===== src/rtl/uart_rxtx_if.sv =====
// ============================================================================
// Module      : uart_rxtx_if
// Description : CPU-side register bus of uart_rxtx (write/read strobes, status).
// Revision    : 1.0 - initial release
// ============================================================================
`default_nettype none

interface uart_rxtx_if #(
  parameter int DATA_BITS = 8
);
  logic [DATA_BITS-1:0] wdata;
  logic                 we;
  logic                 tx_busy;
  logic [DATA_BITS-1:0] rdata;
  logic                 rx_valid;
  logic                 re;
  logic                 rx_overrun;
  logic                 rx_frame_err;
  logic                 rx_parity_err;

  modport master (
    output wdata, we, re,
    input  tx_busy, rdata, rx_valid, rx_overrun, rx_frame_err, rx_parity_err
  );

  modport slave (
    input  wdata, we, re,
    output tx_busy, rdata, rx_valid, rx_overrun, rx_frame_err, rx_parity_err
  );
endinterface

`default_nettype wire


===== src/rtl/uart_rxtx.sv =====
// ============================================================================
// Module      : uart_rxtx
// Description : Full-duplex UART, DIVISOR clocks per bit, mid-bit RX sampling.
//               Optional even parity enabled by defining UART_PARITY_EN.
// Revision    : 1.0 - initial release
// ============================================================================
`default_nettype none

module uart_rxtx #(
  parameter int DIVISOR   = 416,
  parameter int DATA_BITS = 8,
  parameter int STOP_BITS = 1
) (
  input  wire        clk,
  input  wire        rst_n,
  uart_rxtx_if.slave bus,
  output logic       tx,
  input  wire        rx
);

  localparam logic [15:0] C_DIV_LAST  = 16'(DIVISOR - 1);
  localparam logic [15:0] C_DIV_HALF  = 16'(DIVISOR / 2);
  localparam logic [3:0]  C_DATA_LAST = 4'(DATA_BITS - 1);
  localparam logic [3:0]  C_STOP_LAST = 4'(STOP_BITS - 1);

  typedef enum logic [2:0] {
    ST_IDLE   = 3'd0,
    ST_START  = 3'd1,
    ST_DATA   = 3'd2,
`ifdef UART_PARITY_EN
    ST_PARITY = 3'd3,
`endif
    ST_STOP   = 3'd4
  } state_t;

  // ---------------- transmitter ----------------
  state_t               r_tx_state;
  logic [15:0]          r_tx_cnt;
  logic [3:0]           r_tx_bit;
  logic [DATA_BITS-1:0] r_tx_shift;
  logic                 r_tx;
  logic                 r_tx_busy;
`ifdef UART_PARITY_EN
  logic                 r_tx_par;
`endif

  always_ff @(posedge clk or negedge rst_n) begin
    if (!rst_n) begin
      r_tx_state <= ST_IDLE;
      r_tx_cnt   <= '0;
      r_tx_bit   <= '0;
      r_tx_shift <= '0;
      r_tx       <= 1'b1;
      r_tx_busy  <= 1'b0;
`ifdef UART_PARITY_EN
      r_tx_par   <= 1'b0;
`endif
    end else begin
      case (r_tx_state)
        ST_IDLE: begin
          if (bus.we) begin
            r_tx_state <= ST_START;
            r_tx_shift <= bus.wdata;
`ifdef UART_PARITY_EN
            r_tx_par   <= ^bus.wdata;
`endif
            r_tx       <= 1'b0;
            r_tx_busy  <= 1'b1;
            r_tx_cnt   <= '0;
          end
        end
        default: begin
          if (r_tx_cnt != C_DIV_LAST) begin
            r_tx_cnt <= r_tx_cnt + 16'd1;
          end else begin
            // Bit boundary: counter restarts so every bit is exactly DIVISOR clocks
            r_tx_cnt <= '0;
            case (r_tx_state)
              ST_START: begin
                r_tx_state <= ST_DATA;
                r_tx       <= r_tx_shift[0];
                r_tx_bit   <= '0;
              end
              ST_DATA: begin
                if (r_tx_bit == C_DATA_LAST) begin
                  r_tx_bit   <= '0;
`ifdef UART_PARITY_EN
                  r_tx_state <= ST_PARITY;
                  r_tx       <= r_tx_par;
`else
                  r_tx_state <= ST_STOP;
                  r_tx       <= 1'b1;
`endif
                end else begin
                  r_tx_shift <= r_tx_shift >> 1;
                  r_tx       <= r_tx_shift[1];
                  r_tx_bit   <= r_tx_bit + 4'd1;
                end
              end
`ifdef UART_PARITY_EN
              ST_PARITY: begin
                r_tx_state <= ST_STOP;
                r_tx       <= 1'b1;
              end
`endif
              ST_STOP: begin
                if (r_tx_bit == C_STOP_LAST) begin
                  r_tx_state <= ST_IDLE;
                  r_tx_busy  <= 1'b0;
                end else begin
                  r_tx_bit <= r_tx_bit + 4'd1;
                end
              end
              default: begin
                r_tx_state <= ST_IDLE;
                r_tx       <= 1'b1;
                r_tx_busy  <= 1'b0;
              end
            endcase
          end
        end
      endcase
    end
  end

  // ---------------- receiver ----------------
  logic r_rx_meta, r_rx_sync, r_rx_prev;
  logic w_rx_fall;

  always_ff @(posedge clk or negedge rst_n) begin
    if (!rst_n) begin
      r_rx_meta <= 1'b1;
      r_rx_sync <= 1'b1;
      r_rx_prev <= 1'b1;
    end else begin
      r_rx_meta <= rx;
      r_rx_sync <= r_rx_meta;
      r_rx_prev <= r_rx_sync;
    end
  end

  assign w_rx_fall = r_rx_prev & ~r_rx_sync;

  state_t               r_rx_state;
  logic [15:0]          r_rx_cnt;
  logic [3:0]           r_rx_bit;
  logic [DATA_BITS-1:0] r_rx_shift;
  logic [DATA_BITS-1:0] r_rdata;
  logic                 r_rx_valid;
  logic                 r_rx_overrun;
  logic                 r_rx_frame_err;
`ifdef UART_PARITY_EN
  logic                 r_rx_par;
  logic                 r_rx_parity_err;
`endif

  always_ff @(posedge clk or negedge rst_n) begin
    if (!rst_n) begin
      r_rx_state      <= ST_IDLE;
      r_rx_cnt        <= '0;
      r_rx_bit        <= '0;
      r_rx_shift      <= '0;
      r_rdata         <= '0;
      r_rx_valid      <= 1'b0;
      r_rx_overrun    <= 1'b0;
      r_rx_frame_err  <= 1'b0;
`ifdef UART_PARITY_EN
      r_rx_par        <= 1'b0;
      r_rx_parity_err <= 1'b0;
`endif
    end else begin
      if (bus.re) begin
        r_rx_valid   <= 1'b0;
        r_rx_overrun <= 1'b0;
      end
      case (r_rx_state)
        ST_IDLE: begin
          if (w_rx_fall) begin
            r_rx_state <= ST_START;
            r_rx_cnt   <= '0;
          end
        end
        ST_START: begin
          if (r_rx_cnt == C_DIV_HALF) begin
            r_rx_cnt <= '0;
            r_rx_bit <= '0;
            // A line already back high at mid-start was a glitch
            r_rx_state <= r_rx_sync ? ST_IDLE : ST_DATA;
          end else begin
            r_rx_cnt <= r_rx_cnt + 16'd1;
          end
        end
        ST_DATA: begin
          if (r_rx_cnt == C_DIV_LAST) begin
            r_rx_cnt   <= '0;
            r_rx_shift <= {r_rx_sync, r_rx_shift[DATA_BITS-1:1]};
            r_rx_bit   <= r_rx_bit + 4'd1;
            if (r_rx_bit == C_DATA_LAST) begin
`ifdef UART_PARITY_EN
              r_rx_state <= ST_PARITY;
`else
              r_rx_state <= ST_STOP;
`endif
            end
          end else begin
            r_rx_cnt <= r_rx_cnt + 16'd1;
          end
        end
`ifdef UART_PARITY_EN
        ST_PARITY: begin
          if (r_rx_cnt == C_DIV_LAST) begin
            r_rx_cnt   <= '0;
            r_rx_par   <= r_rx_sync;
            r_rx_state <= ST_STOP;
          end else begin
            r_rx_cnt <= r_rx_cnt + 16'd1;
          end
        end
`endif
        ST_STOP: begin
          if (r_rx_cnt == C_DIV_LAST) begin
            // Back to IDLE on the stop sample so a following frame is not missed
            r_rx_cnt       <= '0;
            r_rx_state     <= ST_IDLE;
            r_rdata        <= r_rx_shift;
            r_rx_valid     <= 1'b1;
            r_rx_frame_err <= ~r_rx_sync;
`ifdef UART_PARITY_EN
            r_rx_parity_err <= (^r_rx_shift) ^ r_rx_par;
`endif
            if (r_rx_valid && !bus.re) begin
              r_rx_overrun <= 1'b1;
            end
          end else begin
            r_rx_cnt <= r_rx_cnt + 16'd1;
          end
        end
        default: r_rx_state <= ST_IDLE;
      endcase
    end
  end

  assign tx               = r_tx;
  assign bus.tx_busy      = r_tx_busy;
  assign bus.rdata        = r_rdata;
  assign bus.rx_valid     = r_rx_valid;
  assign bus.rx_overrun   = r_rx_overrun;
  assign bus.rx_frame_err = r_rx_frame_err;
`ifdef UART_PARITY_EN
  assign bus.rx_parity_err = r_rx_parity_err;
`else
  assign bus.rx_parity_err = 1'b0;
`endif

endmodule

`default_nettype wire


===== src/flat_wrapper.sv =====
// flat-port wrapper written by rule: the top's interface ports become plain ports
module uart_rxtx_flat 
#(
  parameter int DIVISOR   = 416,
  parameter int DATA_BITS = 8,
  parameter int STOP_BITS = 1
)
  (clk, rst_n, tx, rx, bus_wdata, bus_we, bus_re, bus_tx_busy, bus_rdata, bus_rx_valid, bus_rx_overrun, bus_rx_frame_err, bus_rx_parity_err);
  uart_rxtx_if #(.DATA_BITS(DATA_BITS)) bus_i ();
  input  wire clk;
  input  wire rst_n;
  output logic tx;
  input  wire rx;
  input wire logic [$bits(bus_i.wdata)-1:0] bus_wdata;
  input wire logic [$bits(bus_i.we)-1:0] bus_we;
  input wire logic [$bits(bus_i.re)-1:0] bus_re;
  output wire logic [$bits(bus_i.tx_busy)-1:0] bus_tx_busy;
  output wire logic [$bits(bus_i.rdata)-1:0] bus_rdata;
  output wire logic [$bits(bus_i.rx_valid)-1:0] bus_rx_valid;
  output wire logic [$bits(bus_i.rx_overrun)-1:0] bus_rx_overrun;
  output wire logic [$bits(bus_i.rx_frame_err)-1:0] bus_rx_frame_err;
  output wire logic [$bits(bus_i.rx_parity_err)-1:0] bus_rx_parity_err;
  assign bus_i.wdata = bus_wdata;
  assign bus_i.we = bus_we;
  assign bus_i.re = bus_re;
  assign bus_tx_busy = bus_i.tx_busy;
  assign bus_rdata = bus_i.rdata;
  assign bus_rx_valid = bus_i.rx_valid;
  assign bus_rx_overrun = bus_i.rx_overrun;
  assign bus_rx_frame_err = bus_i.rx_frame_err;
  assign bus_rx_parity_err = bus_i.rx_parity_err;
  uart_rxtx #(.DIVISOR(DIVISOR), .DATA_BITS(DATA_BITS), .STOP_BITS(STOP_BITS)) u_core (.clk(clk), .rst_n(rst_n), .bus(bus_i), .tx(tx), .rx(rx));
endmodule

===== config.mk =====
export PLATFORM = sky130hd
export DESIGN_NAME = uart_rxtx_flat
export DESIGN_NICKNAME = d
export VERILOG_FILES = /design/src/rtl/uart_rxtx_if.sv /design/src/rtl/uart_rxtx.sv /design/src/flat_wrapper.sv
export SDC_FILE = /design/constraint.sdc
export NUM_CORES = 1
export LEC_CHECK = 0
export ABC_AREA = 1
export BUFFER_PORTS_ARGS = -buffer_cell sky130_fd_sc_hd__buf_2
export CORE_ASPECT_RATIO = 1.75
export CORE_MARGIN = 3
export CORE_UTILIZATION = 45
export CTS_BUF_LIST = sky130_fd_sc_hd__clkbuf_2
export CTS_CLUSTER_DIAMETER = 40
export DETAILED_ROUTE_END_ITERATION = 6
export SYNTH_ARGS = -nofsm -noshare
export SYNTH_HDL_FRONTEND = slang
export SYNTH_SLANG_ARGS = --single-unit

===== constraint.sdc =====
create_clock -name clk -period 2.05 [get_ports clk]
set_input_delay 0.205 -clock clk [delete_from_list [all_inputs] [get_ports clk]]
set_output_delay 0.205 -clock clk [all_outputs]
set_load 0.005 [all_outputs]

==> impl_metrics.env <==
export IMPL_status="completed"
export IMPL_initial_utilization=0.465
export IMPL_cts_resized=0
export IMPL_seq_area_frac_synth=0.442
export IMPL_first_pass_iters=5
export IMPL_ant_nets=0
export IMPL_leakagePower_nw=2.53
export IMPL_register_area_um2=1960
export IMPL_netlist_area_um2=4430
export IMPL_drive_gt1_frac=0.164
export IMPL_clk_latency_ns=0.56
export IMPL_postSynthCellCount=573
export IMPL_cts_made_buffers=9
export IMPL_postSynthAreaPerCell_um2=7.73
export IMPL_cp_depth=6
export IMPL_yosysTopAreaCell="dfrtp_1"
export IMPL_syn2layout_area_growth_pct=11.9
export IMPL_grt_max_degree=33
export IMPL_ir_drop_v=0.000384
export IMPL_maxCapViolCount=0
export IMPL_slew_violations=0
export IMPL_vias=3812
export IMPL_clock_sinks=78
export IMPL_crit_path_end="u_core.r_tx_shift[7]$_DFFE_PN0P_"
export IMPL_synthTopCellsByArea="dfrtp_1 42%, nand2_1 14%, nand3_1 6.1%, inv_1 5.8%, o21ai_2 4.7%"
export IMPL_crit_chain="nor2_2, nand2_4, inv_1, nand3_1, dlygate4sd3_1, nand2_1"
export IMPL_core_area_um2=9530
export IMPL_yosys_cell_types_count=36
export IMPL_holdWs_ns=0.0805
export IMPL_synth_top_area_share=0.418
export IMPL_fin_setup_tns_ns=0
export IMPL_grt_use_total=0.196
export IMPL_cts_root_buf="clkbuf_2"
export IMPL_timing_critical_path_buf_inv=2
export IMPL_nets=641
export IMPL_grt_overflow=0
export IMPL_num_io_pins=27
export IMPL_io_buffer_count=25
export IMPL_ys_seq_elements=78
export IMPL_crit_path_end_kind="flip-flop"
export IMPL_cp_top_family="buffers and inverters"
export IMPL_r2r_end="u_core.r_tx_shift[7]$_DFFE_PN0P_"
export IMPL_startpoint="u_core.r_tx_state[0]$_DFFE_PN0P_"
export IMPL_rrSetupSlack_ns=0.33
export IMPL_rsz0062_at_grt="no"
export IMPL_min_period_ns=1.72
export IMPL_hp_class="input port to asynchronous set/reset pin"
export IMPL_finalHoldViolCount=0
export IMPL_gp_congestion=0.890
export IMPL_wl_per_cell_um=13.3
export IMPL_viasPerCell=5.08
export IMPL_critical_path_max_fanout=18
export IMPL_rr_worst_depth=6
export IMPL_critical_path_class="flip-flop to flip-flop"
export IMPL_route_detailed_drc=0
export IMPL_cts_tree="built"
export IMPL_critPathMaxStageDelay_ns=0.56
export IMPL_crit_path_top_delay_cell="dlygate4sd3_1"
export IMPL_fmax_mhz=580
export IMPL_worst_ep_arrival_time_ns=2.23
export IMPL_dieArea_um2=11100
export IMPL_fin_skew_ns=0.0384
export IMPL_finalWirelength_um=9960
export IMPL_synthTopCellsByCount="161 x nand2_1, 74 x dfrtp_1, 68 x inv_1, 54 x nand3_1, 53 x nor2_1"
export IMPL_p_per_area_nw_per_um2=695
export IMPL_antenna_found_initial=1
export IMPL_synth_ff_type="dfrtp_1"
export IMPL_r2r_start="u_core.r_tx_state[0]$_DFFE_PN0P_"
export IMPL_worst_setup_path_start_kind="flip-flop"
export IMPL_rows=47
export IMPL_htree_levels=3
export IMPL_grt_pass1_wl_um=17000
export IMPL_ys_warn_count=0
export IMPL_dr_first_iter_drc_count=237
export IMPL_multi_input_area_um2=2120
export IMPL_fillers=937
export IMPL_dieWidth_um=81.0
export IMPL_synth_most_common_cell="nand2_1"
export IMPL_die_h_um=137
export IMPL_synth_edf_count=0
export IMPL_fin_crit_sh=0.841
export IMPL_clock_path_buffers=2
export IMPL_post_dp_hpwl_um=7410
export IMPL_async_flop_share=1.00
export IMPL_setup_viol=0
export IMPL_syn_num_nets=592
export IMPL_cp_required_ns=2.56
export IMPL_grt_pass1_vias=3857
export IMPL_path_clk_slew_ns=0.24
==> per-layer routing <==
metal / GRT usage / vias to the layer above / routed length [um]
li1: - / 1952 / -
met5: 0 / - / 0
met3: 0.0203 / 18 / 226
met1: 0.215 / 1790 / 4000
met2: 0.360 / 52 / 5440
met4: 0.103 / 0 / 292
==> cell usage in the layout (no fill, tap or decap), types with 2 or more instances in the layout <==
master         count
nand2_1          161
dfrtp_1           74
inv_1             68
nand3_1           54
nor2_1            53
o21ai_0           34
o21ai_2           24
buf_2             24
dlygate4sd3_1     13
o211ai_1          11
nor3_1            10
nand4_1           10
xor2_1             9
clkbuf_2           9
buf_4              9
mux2i_1            7
ha_1               6
nand2_2            5
nand2_4            5
inv_2              4
nor2_2             4
dfstp_2            4
or2_2              3
inv_6              3
clkinvlp_4         3
o22ai_1            2
o21ai_1            2
nand3b_1           2
a21oi_1            2
==> how the worst min path moves through the flow <==
stage / startpoint / endpoint / slack, ns / cells after the start
floorplan: rst_n / u_core.bus.rdata[0]$_DFFE_PN0P_ / -0.09 / 0
global placement: rst_n / u_core.r_rx_cnt[15]$_DFFE_PN0P_ / 0.15 / 1
detailed placement: rst_n / u_core.r_rx_cnt[15]$_DFFE_PN0P_ / 0.15 / 1
CTS: rst_n / u_core.r_rx_cnt[9]$_DFFE_PN0P_ / 0.06 / 2
global route: rst_n / u_core.r_rx_cnt[9]$_DFFE_PN0P_ / 0.06 / 2
finish: rst_n / u_core.r_tx_cnt[4]$_DFFE_PN0N_ / 0.08 / 2
==> stage by stage <==
stage / cell area (um2) / instances / setup slack, ns / total power [mW] / utilization
final: 4960 / 750 / 0.325 / 3.45 / 0.520
after global routing: 4960 / 750 / 0.105 / 3.72 / 0.520
after CTS: 4960 / 749 / 0.313 / 3.51 / 0.520
after detailed placement: 4720 / 720 / 0.350 / 2.67 / 0.495
after global placement: 4720 / 720 / 0.409 / 2.65 / 0.495
after floorplan: 4430 / 573 / 0.547 / 2.36 / -
==> sequential cells by signal, summed over array words and instances, names as in the netlist, 3 cells and up <==
register,flops
u_core.bus.rdata,8
u_core.r_rx_state,3
u_core.r_rx_bit,4
u_core.r_tx_shift,8
u_core.r_tx_bit,4
u_core.r_tx_state,3
u_core.r_rx_shift,8
u_core.r_tx_cnt,16
u_core.r_rx_cnt,16
==> where the power goes <==
part           switching, mW  internal, mW  total [mW]
Combinational          0.637         0.305       0.943
Sequential            0.0813          1.63        1.71
Clock                  0.615         0.181       0.796
Total                   1.33          2.11        3.45
==> cell type report <==
class / count / area share
flip-flops and latches: 78 / 0.395
repair buffers: 47 / 0.0681
multi-input cells: 413 / 0.428
well taps: 122 / 0.0308
clock buffers: 9 / 0.00908
diodes: 1 / 0.000505
clock inverters: 7 / 0.0131
inverters: 73 / 0.0555
==> cell families after synthesis <==
kind of cell	share of synthesized area
DFF	0.442
xor gates and xnor gates	0.0178
and+or+nand+nor	0.307
adders and majority gates	0.0169
other	0.000846
buffers and inverters	0.0791
muxes	0.0158
AOI/OAI and AO/OA	0.121
==> worst reg2reg max path: stages (launching register included) <==
cell and delay (ns):
dfrtp_1 0.48, nor2_2 0.19, nand2_4 0.20, inv_1 0.13
nand3_1 0.06, dlygate4sd3_1 0.56, nand2_1 0.07
==> repair_timing <==
action	4_1_cts	5_1_grt
hold buffers	13	0
hold endpoints to repair	88	0
buffers inserted	0	0
Note: power is estimated with default switching activity, not from simulation.
